--- src/rtl/cache_arbiter.sv ---
// cache_arbiter: round-robin arbiter that shares one cacheline adaptor
// between the L1 instruction cache (line reads) and the L1 data cache
// (line reads and writebacks). The winning request is latched at grant
// time. All adaptor-side and client-side controls come from registers.
module cache_arbiter #(
  parameter int ADDR_WIDTH  = 32,
  parameter int LINE_WIDTH  = 256,
  parameter int OFFSET_BITS = 5
) (
  input  logic                  clk,
  input  logic                  reset_n,

  input  logic                  icache_read_i,
  input  logic [ADDR_WIDTH-1:0] icache_address_i,
  output logic [LINE_WIDTH-1:0] icache_line_o,
  output logic                  icache_resp_o,

  input  logic                  dcache_read_i,
  input  logic                  dcache_write_i,
  input  logic [ADDR_WIDTH-1:0] dcache_address_i,
  input  logic [LINE_WIDTH-1:0] dcache_line_i,
  output logic [LINE_WIDTH-1:0] dcache_line_o,
  output logic                  dcache_resp_o,

  output logic [ADDR_WIDTH-1:0] adapt_address_o,
  output logic [LINE_WIDTH-1:0] adapt_line_o,
  input  logic [LINE_WIDTH-1:0] adapt_line_i,
  output logic                  adapt_read_o,
  output logic                  adapt_write_o,
  input  logic                  adapt_resp_i
);

  // Owner encoding shared by the grant logic and last_grant.
  localparam logic OWN_I = 1'b0;
  localparam logic OWN_D = 1'b1;

  localparam logic [LINE_WIDTH-1:0] LINE_ZERO = {LINE_WIDTH{1'b0}};
  localparam logic [ADDR_WIDTH-1:0] ADDR_ZERO = {ADDR_WIDTH{1'b0}};

  // Keeps the line-number bits and clears the byte offset within the line.
  localparam logic [ADDR_WIDTH-1:0] LINE_MASK =
    {{(ADDR_WIDTH-OFFSET_BITS){1'b1}}, {OFFSET_BITS{1'b0}}};

  typedef enum logic [1:0] {
    ST_IDLE  = 2'd0,
    ST_BUSY  = 2'd1,
    ST_RESP  = 2'd2,
    ST_DRAIN = 2'd3
  } state_e;

  // Line-aligns an address so the adaptor always sees a whole-line request.
  function automatic logic [ADDR_WIDTH-1:0] align_line(input logic [ADDR_WIDTH-1:0] addr);
    return addr & LINE_MASK;
  endfunction

  // State and latched transaction.
  state_e                  state_q;
  logic                    owner_q;
  logic                    last_grant_q;
  logic                    op_write_q;
  logic [ADDR_WIDTH-1:0]   addr_q;
  logic [LINE_WIDTH-1:0]   wline_q;
  logic [LINE_WIDTH-1:0]   ret_line_q;

  // Registered outputs.
  logic                    adapt_read_q;
  logic                    adapt_write_q;
  logic                    icache_resp_q;
  logic                    dcache_resp_q;

  // Arbitration decision for the current IDLE cycle.
  logic                    i_req_s;
  logic                    d_req_s;
  logic                    grant_valid_d;
  logic                    grant_owner_d;
  logic                    grant_write_d;
  logic [ADDR_WIDTH-1:0]   grant_addr_d;
  logic [LINE_WIDTH-1:0]   grant_line_d;

  assign i_req_s = icache_read_i;
  assign d_req_s = dcache_read_i | dcache_write_i;

  // Round-robin pick: a lone requester wins; on a tie, whoever was not granted last wins.
  always_comb begin
    grant_valid_d = 1'b0;
    grant_owner_d = OWN_I;
    if (i_req_s && d_req_s) begin
      grant_valid_d = 1'b1;
      grant_owner_d = (last_grant_q == OWN_D) ? OWN_I : OWN_D;
    end else if (i_req_s) begin
      grant_valid_d = 1'b1;
      grant_owner_d = OWN_I;
    end else if (d_req_s) begin
      grant_valid_d = 1'b1;
      grant_owner_d = OWN_D;
    end else begin
      grant_valid_d = 1'b0;
      grant_owner_d = OWN_I;
    end
  end

  // Operation, aligned address and writeback data of the would-be winner.
  always_comb begin
    grant_write_d = 1'b0;
    grant_addr_d  = ADDR_ZERO;
    grant_line_d  = wline_q;
    if (grant_owner_d == OWN_D) begin
      // A writeback takes priority if the D-cache raises both read and write.
      grant_write_d = dcache_write_i;
      grant_addr_d  = align_line(dcache_address_i);
    end else begin
      grant_write_d = 1'b0;
      grant_addr_d  = align_line(icache_address_i);
    end
    if (grant_write_d) begin
      grant_line_d = dcache_line_i;
    end else begin
      grant_line_d = wline_q;
    end
  end

  // Transaction FSM: grant in IDLE, wait for the adaptor in BUSY, pulse the
  // owner in RESP, and sit in DRAIN until a lingering adaptor response clears.
  always_ff @(posedge clk) begin
    if (reset_n) begin
      state_q       <= ST_IDLE;
      owner_q       <= OWN_I;
      last_grant_q  <= OWN_D;
      op_write_q    <= 1'b0;
      addr_q        <= ADDR_ZERO;
      wline_q       <= LINE_ZERO;
      ret_line_q    <= LINE_ZERO;
      adapt_read_q  <= 1'b0;
      adapt_write_q <= 1'b0;
      icache_resp_q <= 1'b0;
      dcache_resp_q <= 1'b0;
    end else begin
      case (state_q)
        ST_IDLE: begin
          icache_resp_q <= 1'b0;
          dcache_resp_q <= 1'b0;
          if (grant_valid_d) begin
            owner_q       <= grant_owner_d;
            last_grant_q  <= grant_owner_d;
            op_write_q    <= grant_write_d;
            addr_q        <= grant_addr_d;
            wline_q       <= grant_line_d;
            adapt_read_q  <= ~grant_write_d;
            adapt_write_q <= grant_write_d;
            state_q       <= ST_BUSY;
          end else begin
            adapt_read_q  <= 1'b0;
            adapt_write_q <= 1'b0;
            state_q       <= ST_IDLE;
          end
        end

        ST_BUSY: begin
          // Client inputs are deliberately ignored here.
          if (adapt_resp_i) begin
            if (!op_write_q) begin
              ret_line_q <= adapt_line_i;
            end else begin
              ret_line_q <= ret_line_q;
            end
            adapt_read_q  <= 1'b0;
            adapt_write_q <= 1'b0;
            icache_resp_q <= (owner_q == OWN_I);
            dcache_resp_q <= (owner_q == OWN_D);
            state_q       <= ST_RESP;
          end else begin
            state_q <= ST_BUSY;
          end
        end

        ST_RESP: begin
          icache_resp_q <= 1'b0;
          dcache_resp_q <= 1'b0;
          adapt_read_q  <= 1'b0;
          adapt_write_q <= 1'b0;
          if (adapt_resp_i) begin
            state_q <= ST_DRAIN;
          end else begin
            state_q <= ST_IDLE;
          end
        end

        ST_DRAIN: begin
          // The adaptor's done-state response must not complete the next transaction.
          adapt_read_q  <= 1'b0;
          adapt_write_q <= 1'b0;
          if (!adapt_resp_i) begin
            state_q <= ST_IDLE;
          end else begin
            state_q <= ST_DRAIN;
          end
        end

        default: begin
          adapt_read_q  <= 1'b0;
          adapt_write_q <= 1'b0;
          icache_resp_q <= 1'b0;
          dcache_resp_q <= 1'b0;
          state_q       <= ST_IDLE;
        end
      endcase
    end
  end

  assign adapt_read_o    = adapt_read_q;
  assign adapt_write_o   = adapt_write_q;
  assign adapt_address_o = addr_q;
  assign adapt_line_o    = wline_q;
  assign icache_resp_o   = icache_resp_q;
  assign dcache_resp_o   = dcache_resp_q;
  assign icache_line_o   = ret_line_q;
  assign dcache_line_o   = ret_line_q;

endmodule

--- config.mk ---
export PLATFORM = sky130hd
export DESIGN_NAME = cache_arbiter
export DESIGN_NICKNAME = d
export VERILOG_FILES = /design/src/rtl/cache_arbiter.sv
export SDC_FILE = /design/constraint.sdc
export NUM_CORES = 1
export LEC_CHECK = 0
export BUFFER_PORTS_ARGS = -buffer_cell sky130_fd_sc_hd__buf_2
export CORE_AREA = 4 4 541 543
export DETAILED_ROUTE_END_ITERATION = 12
export DIE_AREA = 0 0 545 547
export GPL_TIMING_DRIVEN = 0
export PLACE_DENSITY_LB_ADDON = 0.08
export SETUP_SLACK_MARGIN = 0.5
export SLEW_MARGIN = 10
export SYNTH_ARGS = -nofsm -noshare
export SYNTH_HDL_FRONTEND = slang
export SYNTH_SLANG_ARGS = --single-unit
--- constraint.sdc ---
create_clock -name clk -period 1.5 [get_ports clk]
set_input_delay 0.075 -clock clk [delete_from_list [all_inputs] [get_ports clk]]
set_output_delay 0.075 -clock clk [all_outputs]
set_load 0.02 [all_outputs]
* After elaboration in Yosys (flattened, before gate mapping)
Cells that the tools add are included.
** Word-level totals
- Register bits :: 553
- Word-level logic and storage cells :: 49
- Input bits :: 582
** Operators by class
- Muxes and demuxes :: 21
- Eq/ne operators :: 4
- Reduce and logical (&&, ||, !) cells :: 9
- Bitwise gates (word level) :: 4
** Operators by type and width (number)
- $mux 32 :: 1
- $mux 1 :: 13
- $pmux 1 s3 :: 2
- $pmux 2 s3 :: 1
- $reduce_and 3->1 :: 2
- $eq 2x2->1 const B :: 2
- $mux 2 :: 2
- $pmux 1 s2 :: 2
- $reduce_and 2->1 :: 2
- $reduce_or 2->1 :: 2
- $not 1->1 :: 3
- $eq 2x1->1 const B :: 1
- $logic_not 2->1 :: 1
- $ne 2x2->1 const B :: 1
- $reduce_bool 2->1 :: 1
- $logic_and 1x1->1 :: 1
- $or 1x1->1 :: 1

* Logic depth before layout (Yosys ltp)
- Depth after elaboration :: 8
- Depth in mapped cells :: 7
- Gate-level depth less buffers :: 3

* Least setup slack after synthesis
Ideal clock, no wire load.
- Path type :: reg2reg
- Start :: register state_q[1]
- End :: register addr_q[20], in the netlist adapt_address_o[20]
- Period minus slack after synthesis :: 1.487 ns
- Required time :: 1.353 ns
- Data arrival time :: 1.341 ns
- Library setup time :: 0.147 ns
- Cell stages (with the launch flop) :: 8
- Slack :: 0.013 ns
- Path buffers :: 4
- Cell sequence :: dfxtp_1 > or2_1 > buf_6 > buf_8 > buf_8 > nor2_8 > buf_12 > a311oi_2
** On the way
- Cells in the longest elaborated chain, start to end :: 2
** RTL lines
- from (decl) :: line 57 : state_e state_q;
- from (signal assigned) :: line 126 : state_q <= ST_IDLE;
- from (signal assigned) :: line 150 : state_q <= ST_BUSY;
- from (signal assigned) :: line 154 : state_q <= ST_IDLE;
- $logic_not 2->1 :: line 138 : case (state_q)
- $reduce_and 2->1 (no line)
- to (signal assigned) :: line 146 : addr_q <= grant_addr_d;
- to (decl) :: line 61 : logic [ADDR_WIDTH-1:0] addr_q;
Every way passes these cells.
A chain may end at the register's enable or synchronous reset.

* Worst setup path after layout
- Start :: register state_q[1]
- End :: register wline_q[37], in the netlist adapt_line_o[37]
** On the way
- Cells in the longest elaborated chain, start to end :: 2
** RTL lines
- $logic_not 2->1 :: line 138
- $reduce_and 3->1 (no line)
- to (signal assigned) :: line 147 : wline_q <= grant_line_d;
- to (decl) :: line 62 : logic [LINE_WIDTH-1:0] wline_q;
Every way passes these cells.

==> impl_metrics.csv <==
group,metric,value,unit
run_status,status,"finished with violations",
run_status,violations,"negative setup slack",
die,initial_utilization,0.0768,
critical_path,start_kind,"flop",
grt,grt-ovfl-total,0,
layout,nets,5492,
logic_synthesis,syn_inst,2733,
logic_synthesis,synth_edf_count,0,
logic_synthesis,seq_area_frac_synth,0.496,
logic_synthesis,synth_seq_cells,548,
critical_path,crit_family,"buffers and inverters",
sta,finalMaxSlewViolations,0,
power_and_ir_drop,p_per_area,1040,nW/µm²
sta,fin_skew,27.0,ps
logic_synthesis,synth_top_area_share,0.496,
grt,antenna_found_initial,57,
grt,grt_pass1_vias,29700,
route,wl_per_cell,23.8,µm
clocking,cts.path.max_buffers,4,
power_and_ir_drop,seqPwrFrac,0.324,
die,die_w,545,µm
route,dr.max_layer_used,"met5",
logic_synthesis,yosys_warnings,0,
die,io_pins,1386,
clocking,clk_latency,770,ps
sta,min_period,1720,ps
route,viasPerCell,3.20,
layout,layout_common_cells,"buf_2, dlygate4sd3_1, nand2_1",
sta,slew_headroom,0.304,
place,dpl_cell_area,34000,µm²
clocking,h-tree-depth,3,
logic_synthesis,synth.cell_area,22100,µm²
power_and_ir_drop,clockPowerShare,0.412,
place,pre_cts_slack,-1440,ps
route,ant_nets,0,
route,wl,209000,µm
sta,fmax,582,MHz
critical_path,slowest_delay,360,ps
place,routabilityCongestion,0.792,
clocking,cts_num_sinks,548,
route,vias,28100,
critical_path,cp.buffers_inverters,4,
critical_path,cp_max_fo,10,
power_and_ir_drop,switching_share,0.337,
critical_path,cp-end-kind,"flop",
sta,finalCritPeriodShare,1.15,
grt,grt_max_degree,14,
route,drtIter0Drc,1035,
grt,grt_pass1_wl,270000,µm
critical_path,path_cells,"or2_4 > buf_12 > buf_12 > clkbuf_16 > clkbuf_16 > o21ai_1 > a21oi_2",
critical_path,required,2110,ps
power_and_ir_drop,p_comb_frac,0.264,
route,post-route-drc-count,0,
die,dieHeight,547,µm
critical_path,crit_slowest_cell,"dfxtp_4",
die,die_area,298000,µm²
logic_synthesis,synth_top_area_cell,"dfxtp_1",
route,wirelength_met1,78600,µm
die,core,288000,µm²
logic_synthesis,synth_area_leaders,"dfxtp_1, a21oi_1, nand2_1",
place,dp.final_hpwl,169000,µm
logic_synthesis,async_flop_share,0,
clocking,clk_pin_slew,60,ps
critical_path,crit_type,"flop to flop",
clocking,root_buffer,"clkbuf_16",
power_and_ir_drop,ir_drop,0.711,mV
power_and_ir_drop,internal_power,33.3,mW
logic_synthesis,synth_flop_cell,"dfxtp_1",
route,dr_wl_met2,105000,µm
logic_synthesis,synth.distinct_cells,37,
layout,drive_gt1_frac,0.496,
sta,hold_viol,0,
layout,layout_commonest_cell,"buf_2",
power_and_ir_drop,p_sw,16.9,mW
critical_path,crit_arrival,2330,ps
route,drtPass1Iterations,5,
grt,grt_util_all_layers,0.132,
power_and_ir_drop,p_leak,20.9,nW
run,drv_cap,0,
clocking,cts_tree,"done",
die,rows,197,
sta,rsz0062_at_grt,"true",
logic_synthesis,syn_avg_cell_area,8.09,µm²
clocking,cts_buffers,90,
hold_path,min_path_type,"primary input to flop",
sta,finalSetupViolations,700,
sta,worst_pin_slew,1040,ps
route,met3_length,17500,µm
sta,worst_slack,-219,ps
layout,syn_to_final_growth,118,%
place,port_buffers,1368,
layout,final_cell_area,48300,µm²
logic make-up after synthesis:
kind of cell,synth area share
and+or+nand+nor,0.160
AOI/OAI and AO/OA,0.201
DFF,0.496
buffers and inverters,0.141
muxes,0.000453
other,0.000170
routing by layer:
metal,vias to the layer above,track usage
met5,-,0
met4,18,0.0457
met3,222,0.0467
met2,1036,0.239
met1,13400,0.141
li1,13500,-
registers in the layout, indices dropped and copies added (netlist names), 2 cells and up:
| signal | count |
|---|---|
| adapt_address_o | 27 |
| dcache_line_o | 256 |
| adapt_line_o | 256 |
| state_q | 2 |
final timing paths:
check / start / to / slack [ps] / cells past startpoint
max: state_q[1] / adapt_line_o[37] / -220 / 7
min: icache_read_i / adapt_line_o[225] / 30 / 7
max reg2reg: state_q[1] / adapt_line_o[37] / -220 / 7
min reg2reg: adapt_line_o[95] / adapt_line_o[95] / 450 / 2
power groups by stage:
stage	Clock (mW)	Sequential [mW]	Combinational (mW)
floorplan	0	17.3	3.80
global placement	0	16.6	9.78
detailed placement	0	16.6	9.71
CTS	22.0	16.3	12.7
global route	22.3	16.4	14.3
finish	20.7	16.3	13.3
per-stage QoR:
step	TNS [ps]	hold slack [ps]	power, mW	std cells	utilization
after floorplan	0	211	21.1	2737	-
after global placement	-653650	322	26.4	7886	0.118
after detailed placement	-446980	322	26.3	7886	0.118
after CTS	-136100	-376	51.0	8712	0.160
after global routing	-126760	4.98	52.9	8775	0.168
final	-56240	28.6	50.2	8782	0.168
synth_stat cells, types with 2 or more instances:
cell,number
nor3b_1,2
nor2_1,4
buf_12,2
o21ai_1,4
buf_2,81
a311oi_1,7
o21ai_0,255
buf_8,2
dfxtp_1,548
nand2_1,568
nand3_1,257
buf_4,282
clkbuf_1,137
a21oi_1,542
a311oi_2,20
tightest hold or removal path: cells and delay by family:
kind | cells | cell delay [ps]
AND/OR/NAND/NOR | 1 | 70
buffers and inverters | 4 | 490
AO/OA/AOI/OAI | 2 | 110
repair_timing:
item                                   in CTS  in global routing
endpoints found under the hold margin     548                 22
cloned                                     24                 12
buffers inserted                           37                 17
pin swaps                                  69                132
setup endpoints to repair                1345               1347
resized for setup                         578                556
hold buffers                              620                  3
area by class of cell:
cell class,count,area [µm²]
Antenna cell,38,95.1
Buffer,507,4650
Clock buffer,129,2610
Clock inverter,16,160
Fill cell,32900,239000
Multi-Input combinational cell,1682,9620
Sequential cell,548,11200
Tap cell,3781,4730
Timing Repair Buffer,2081,15200
Power figures use the tool's default switching activity.
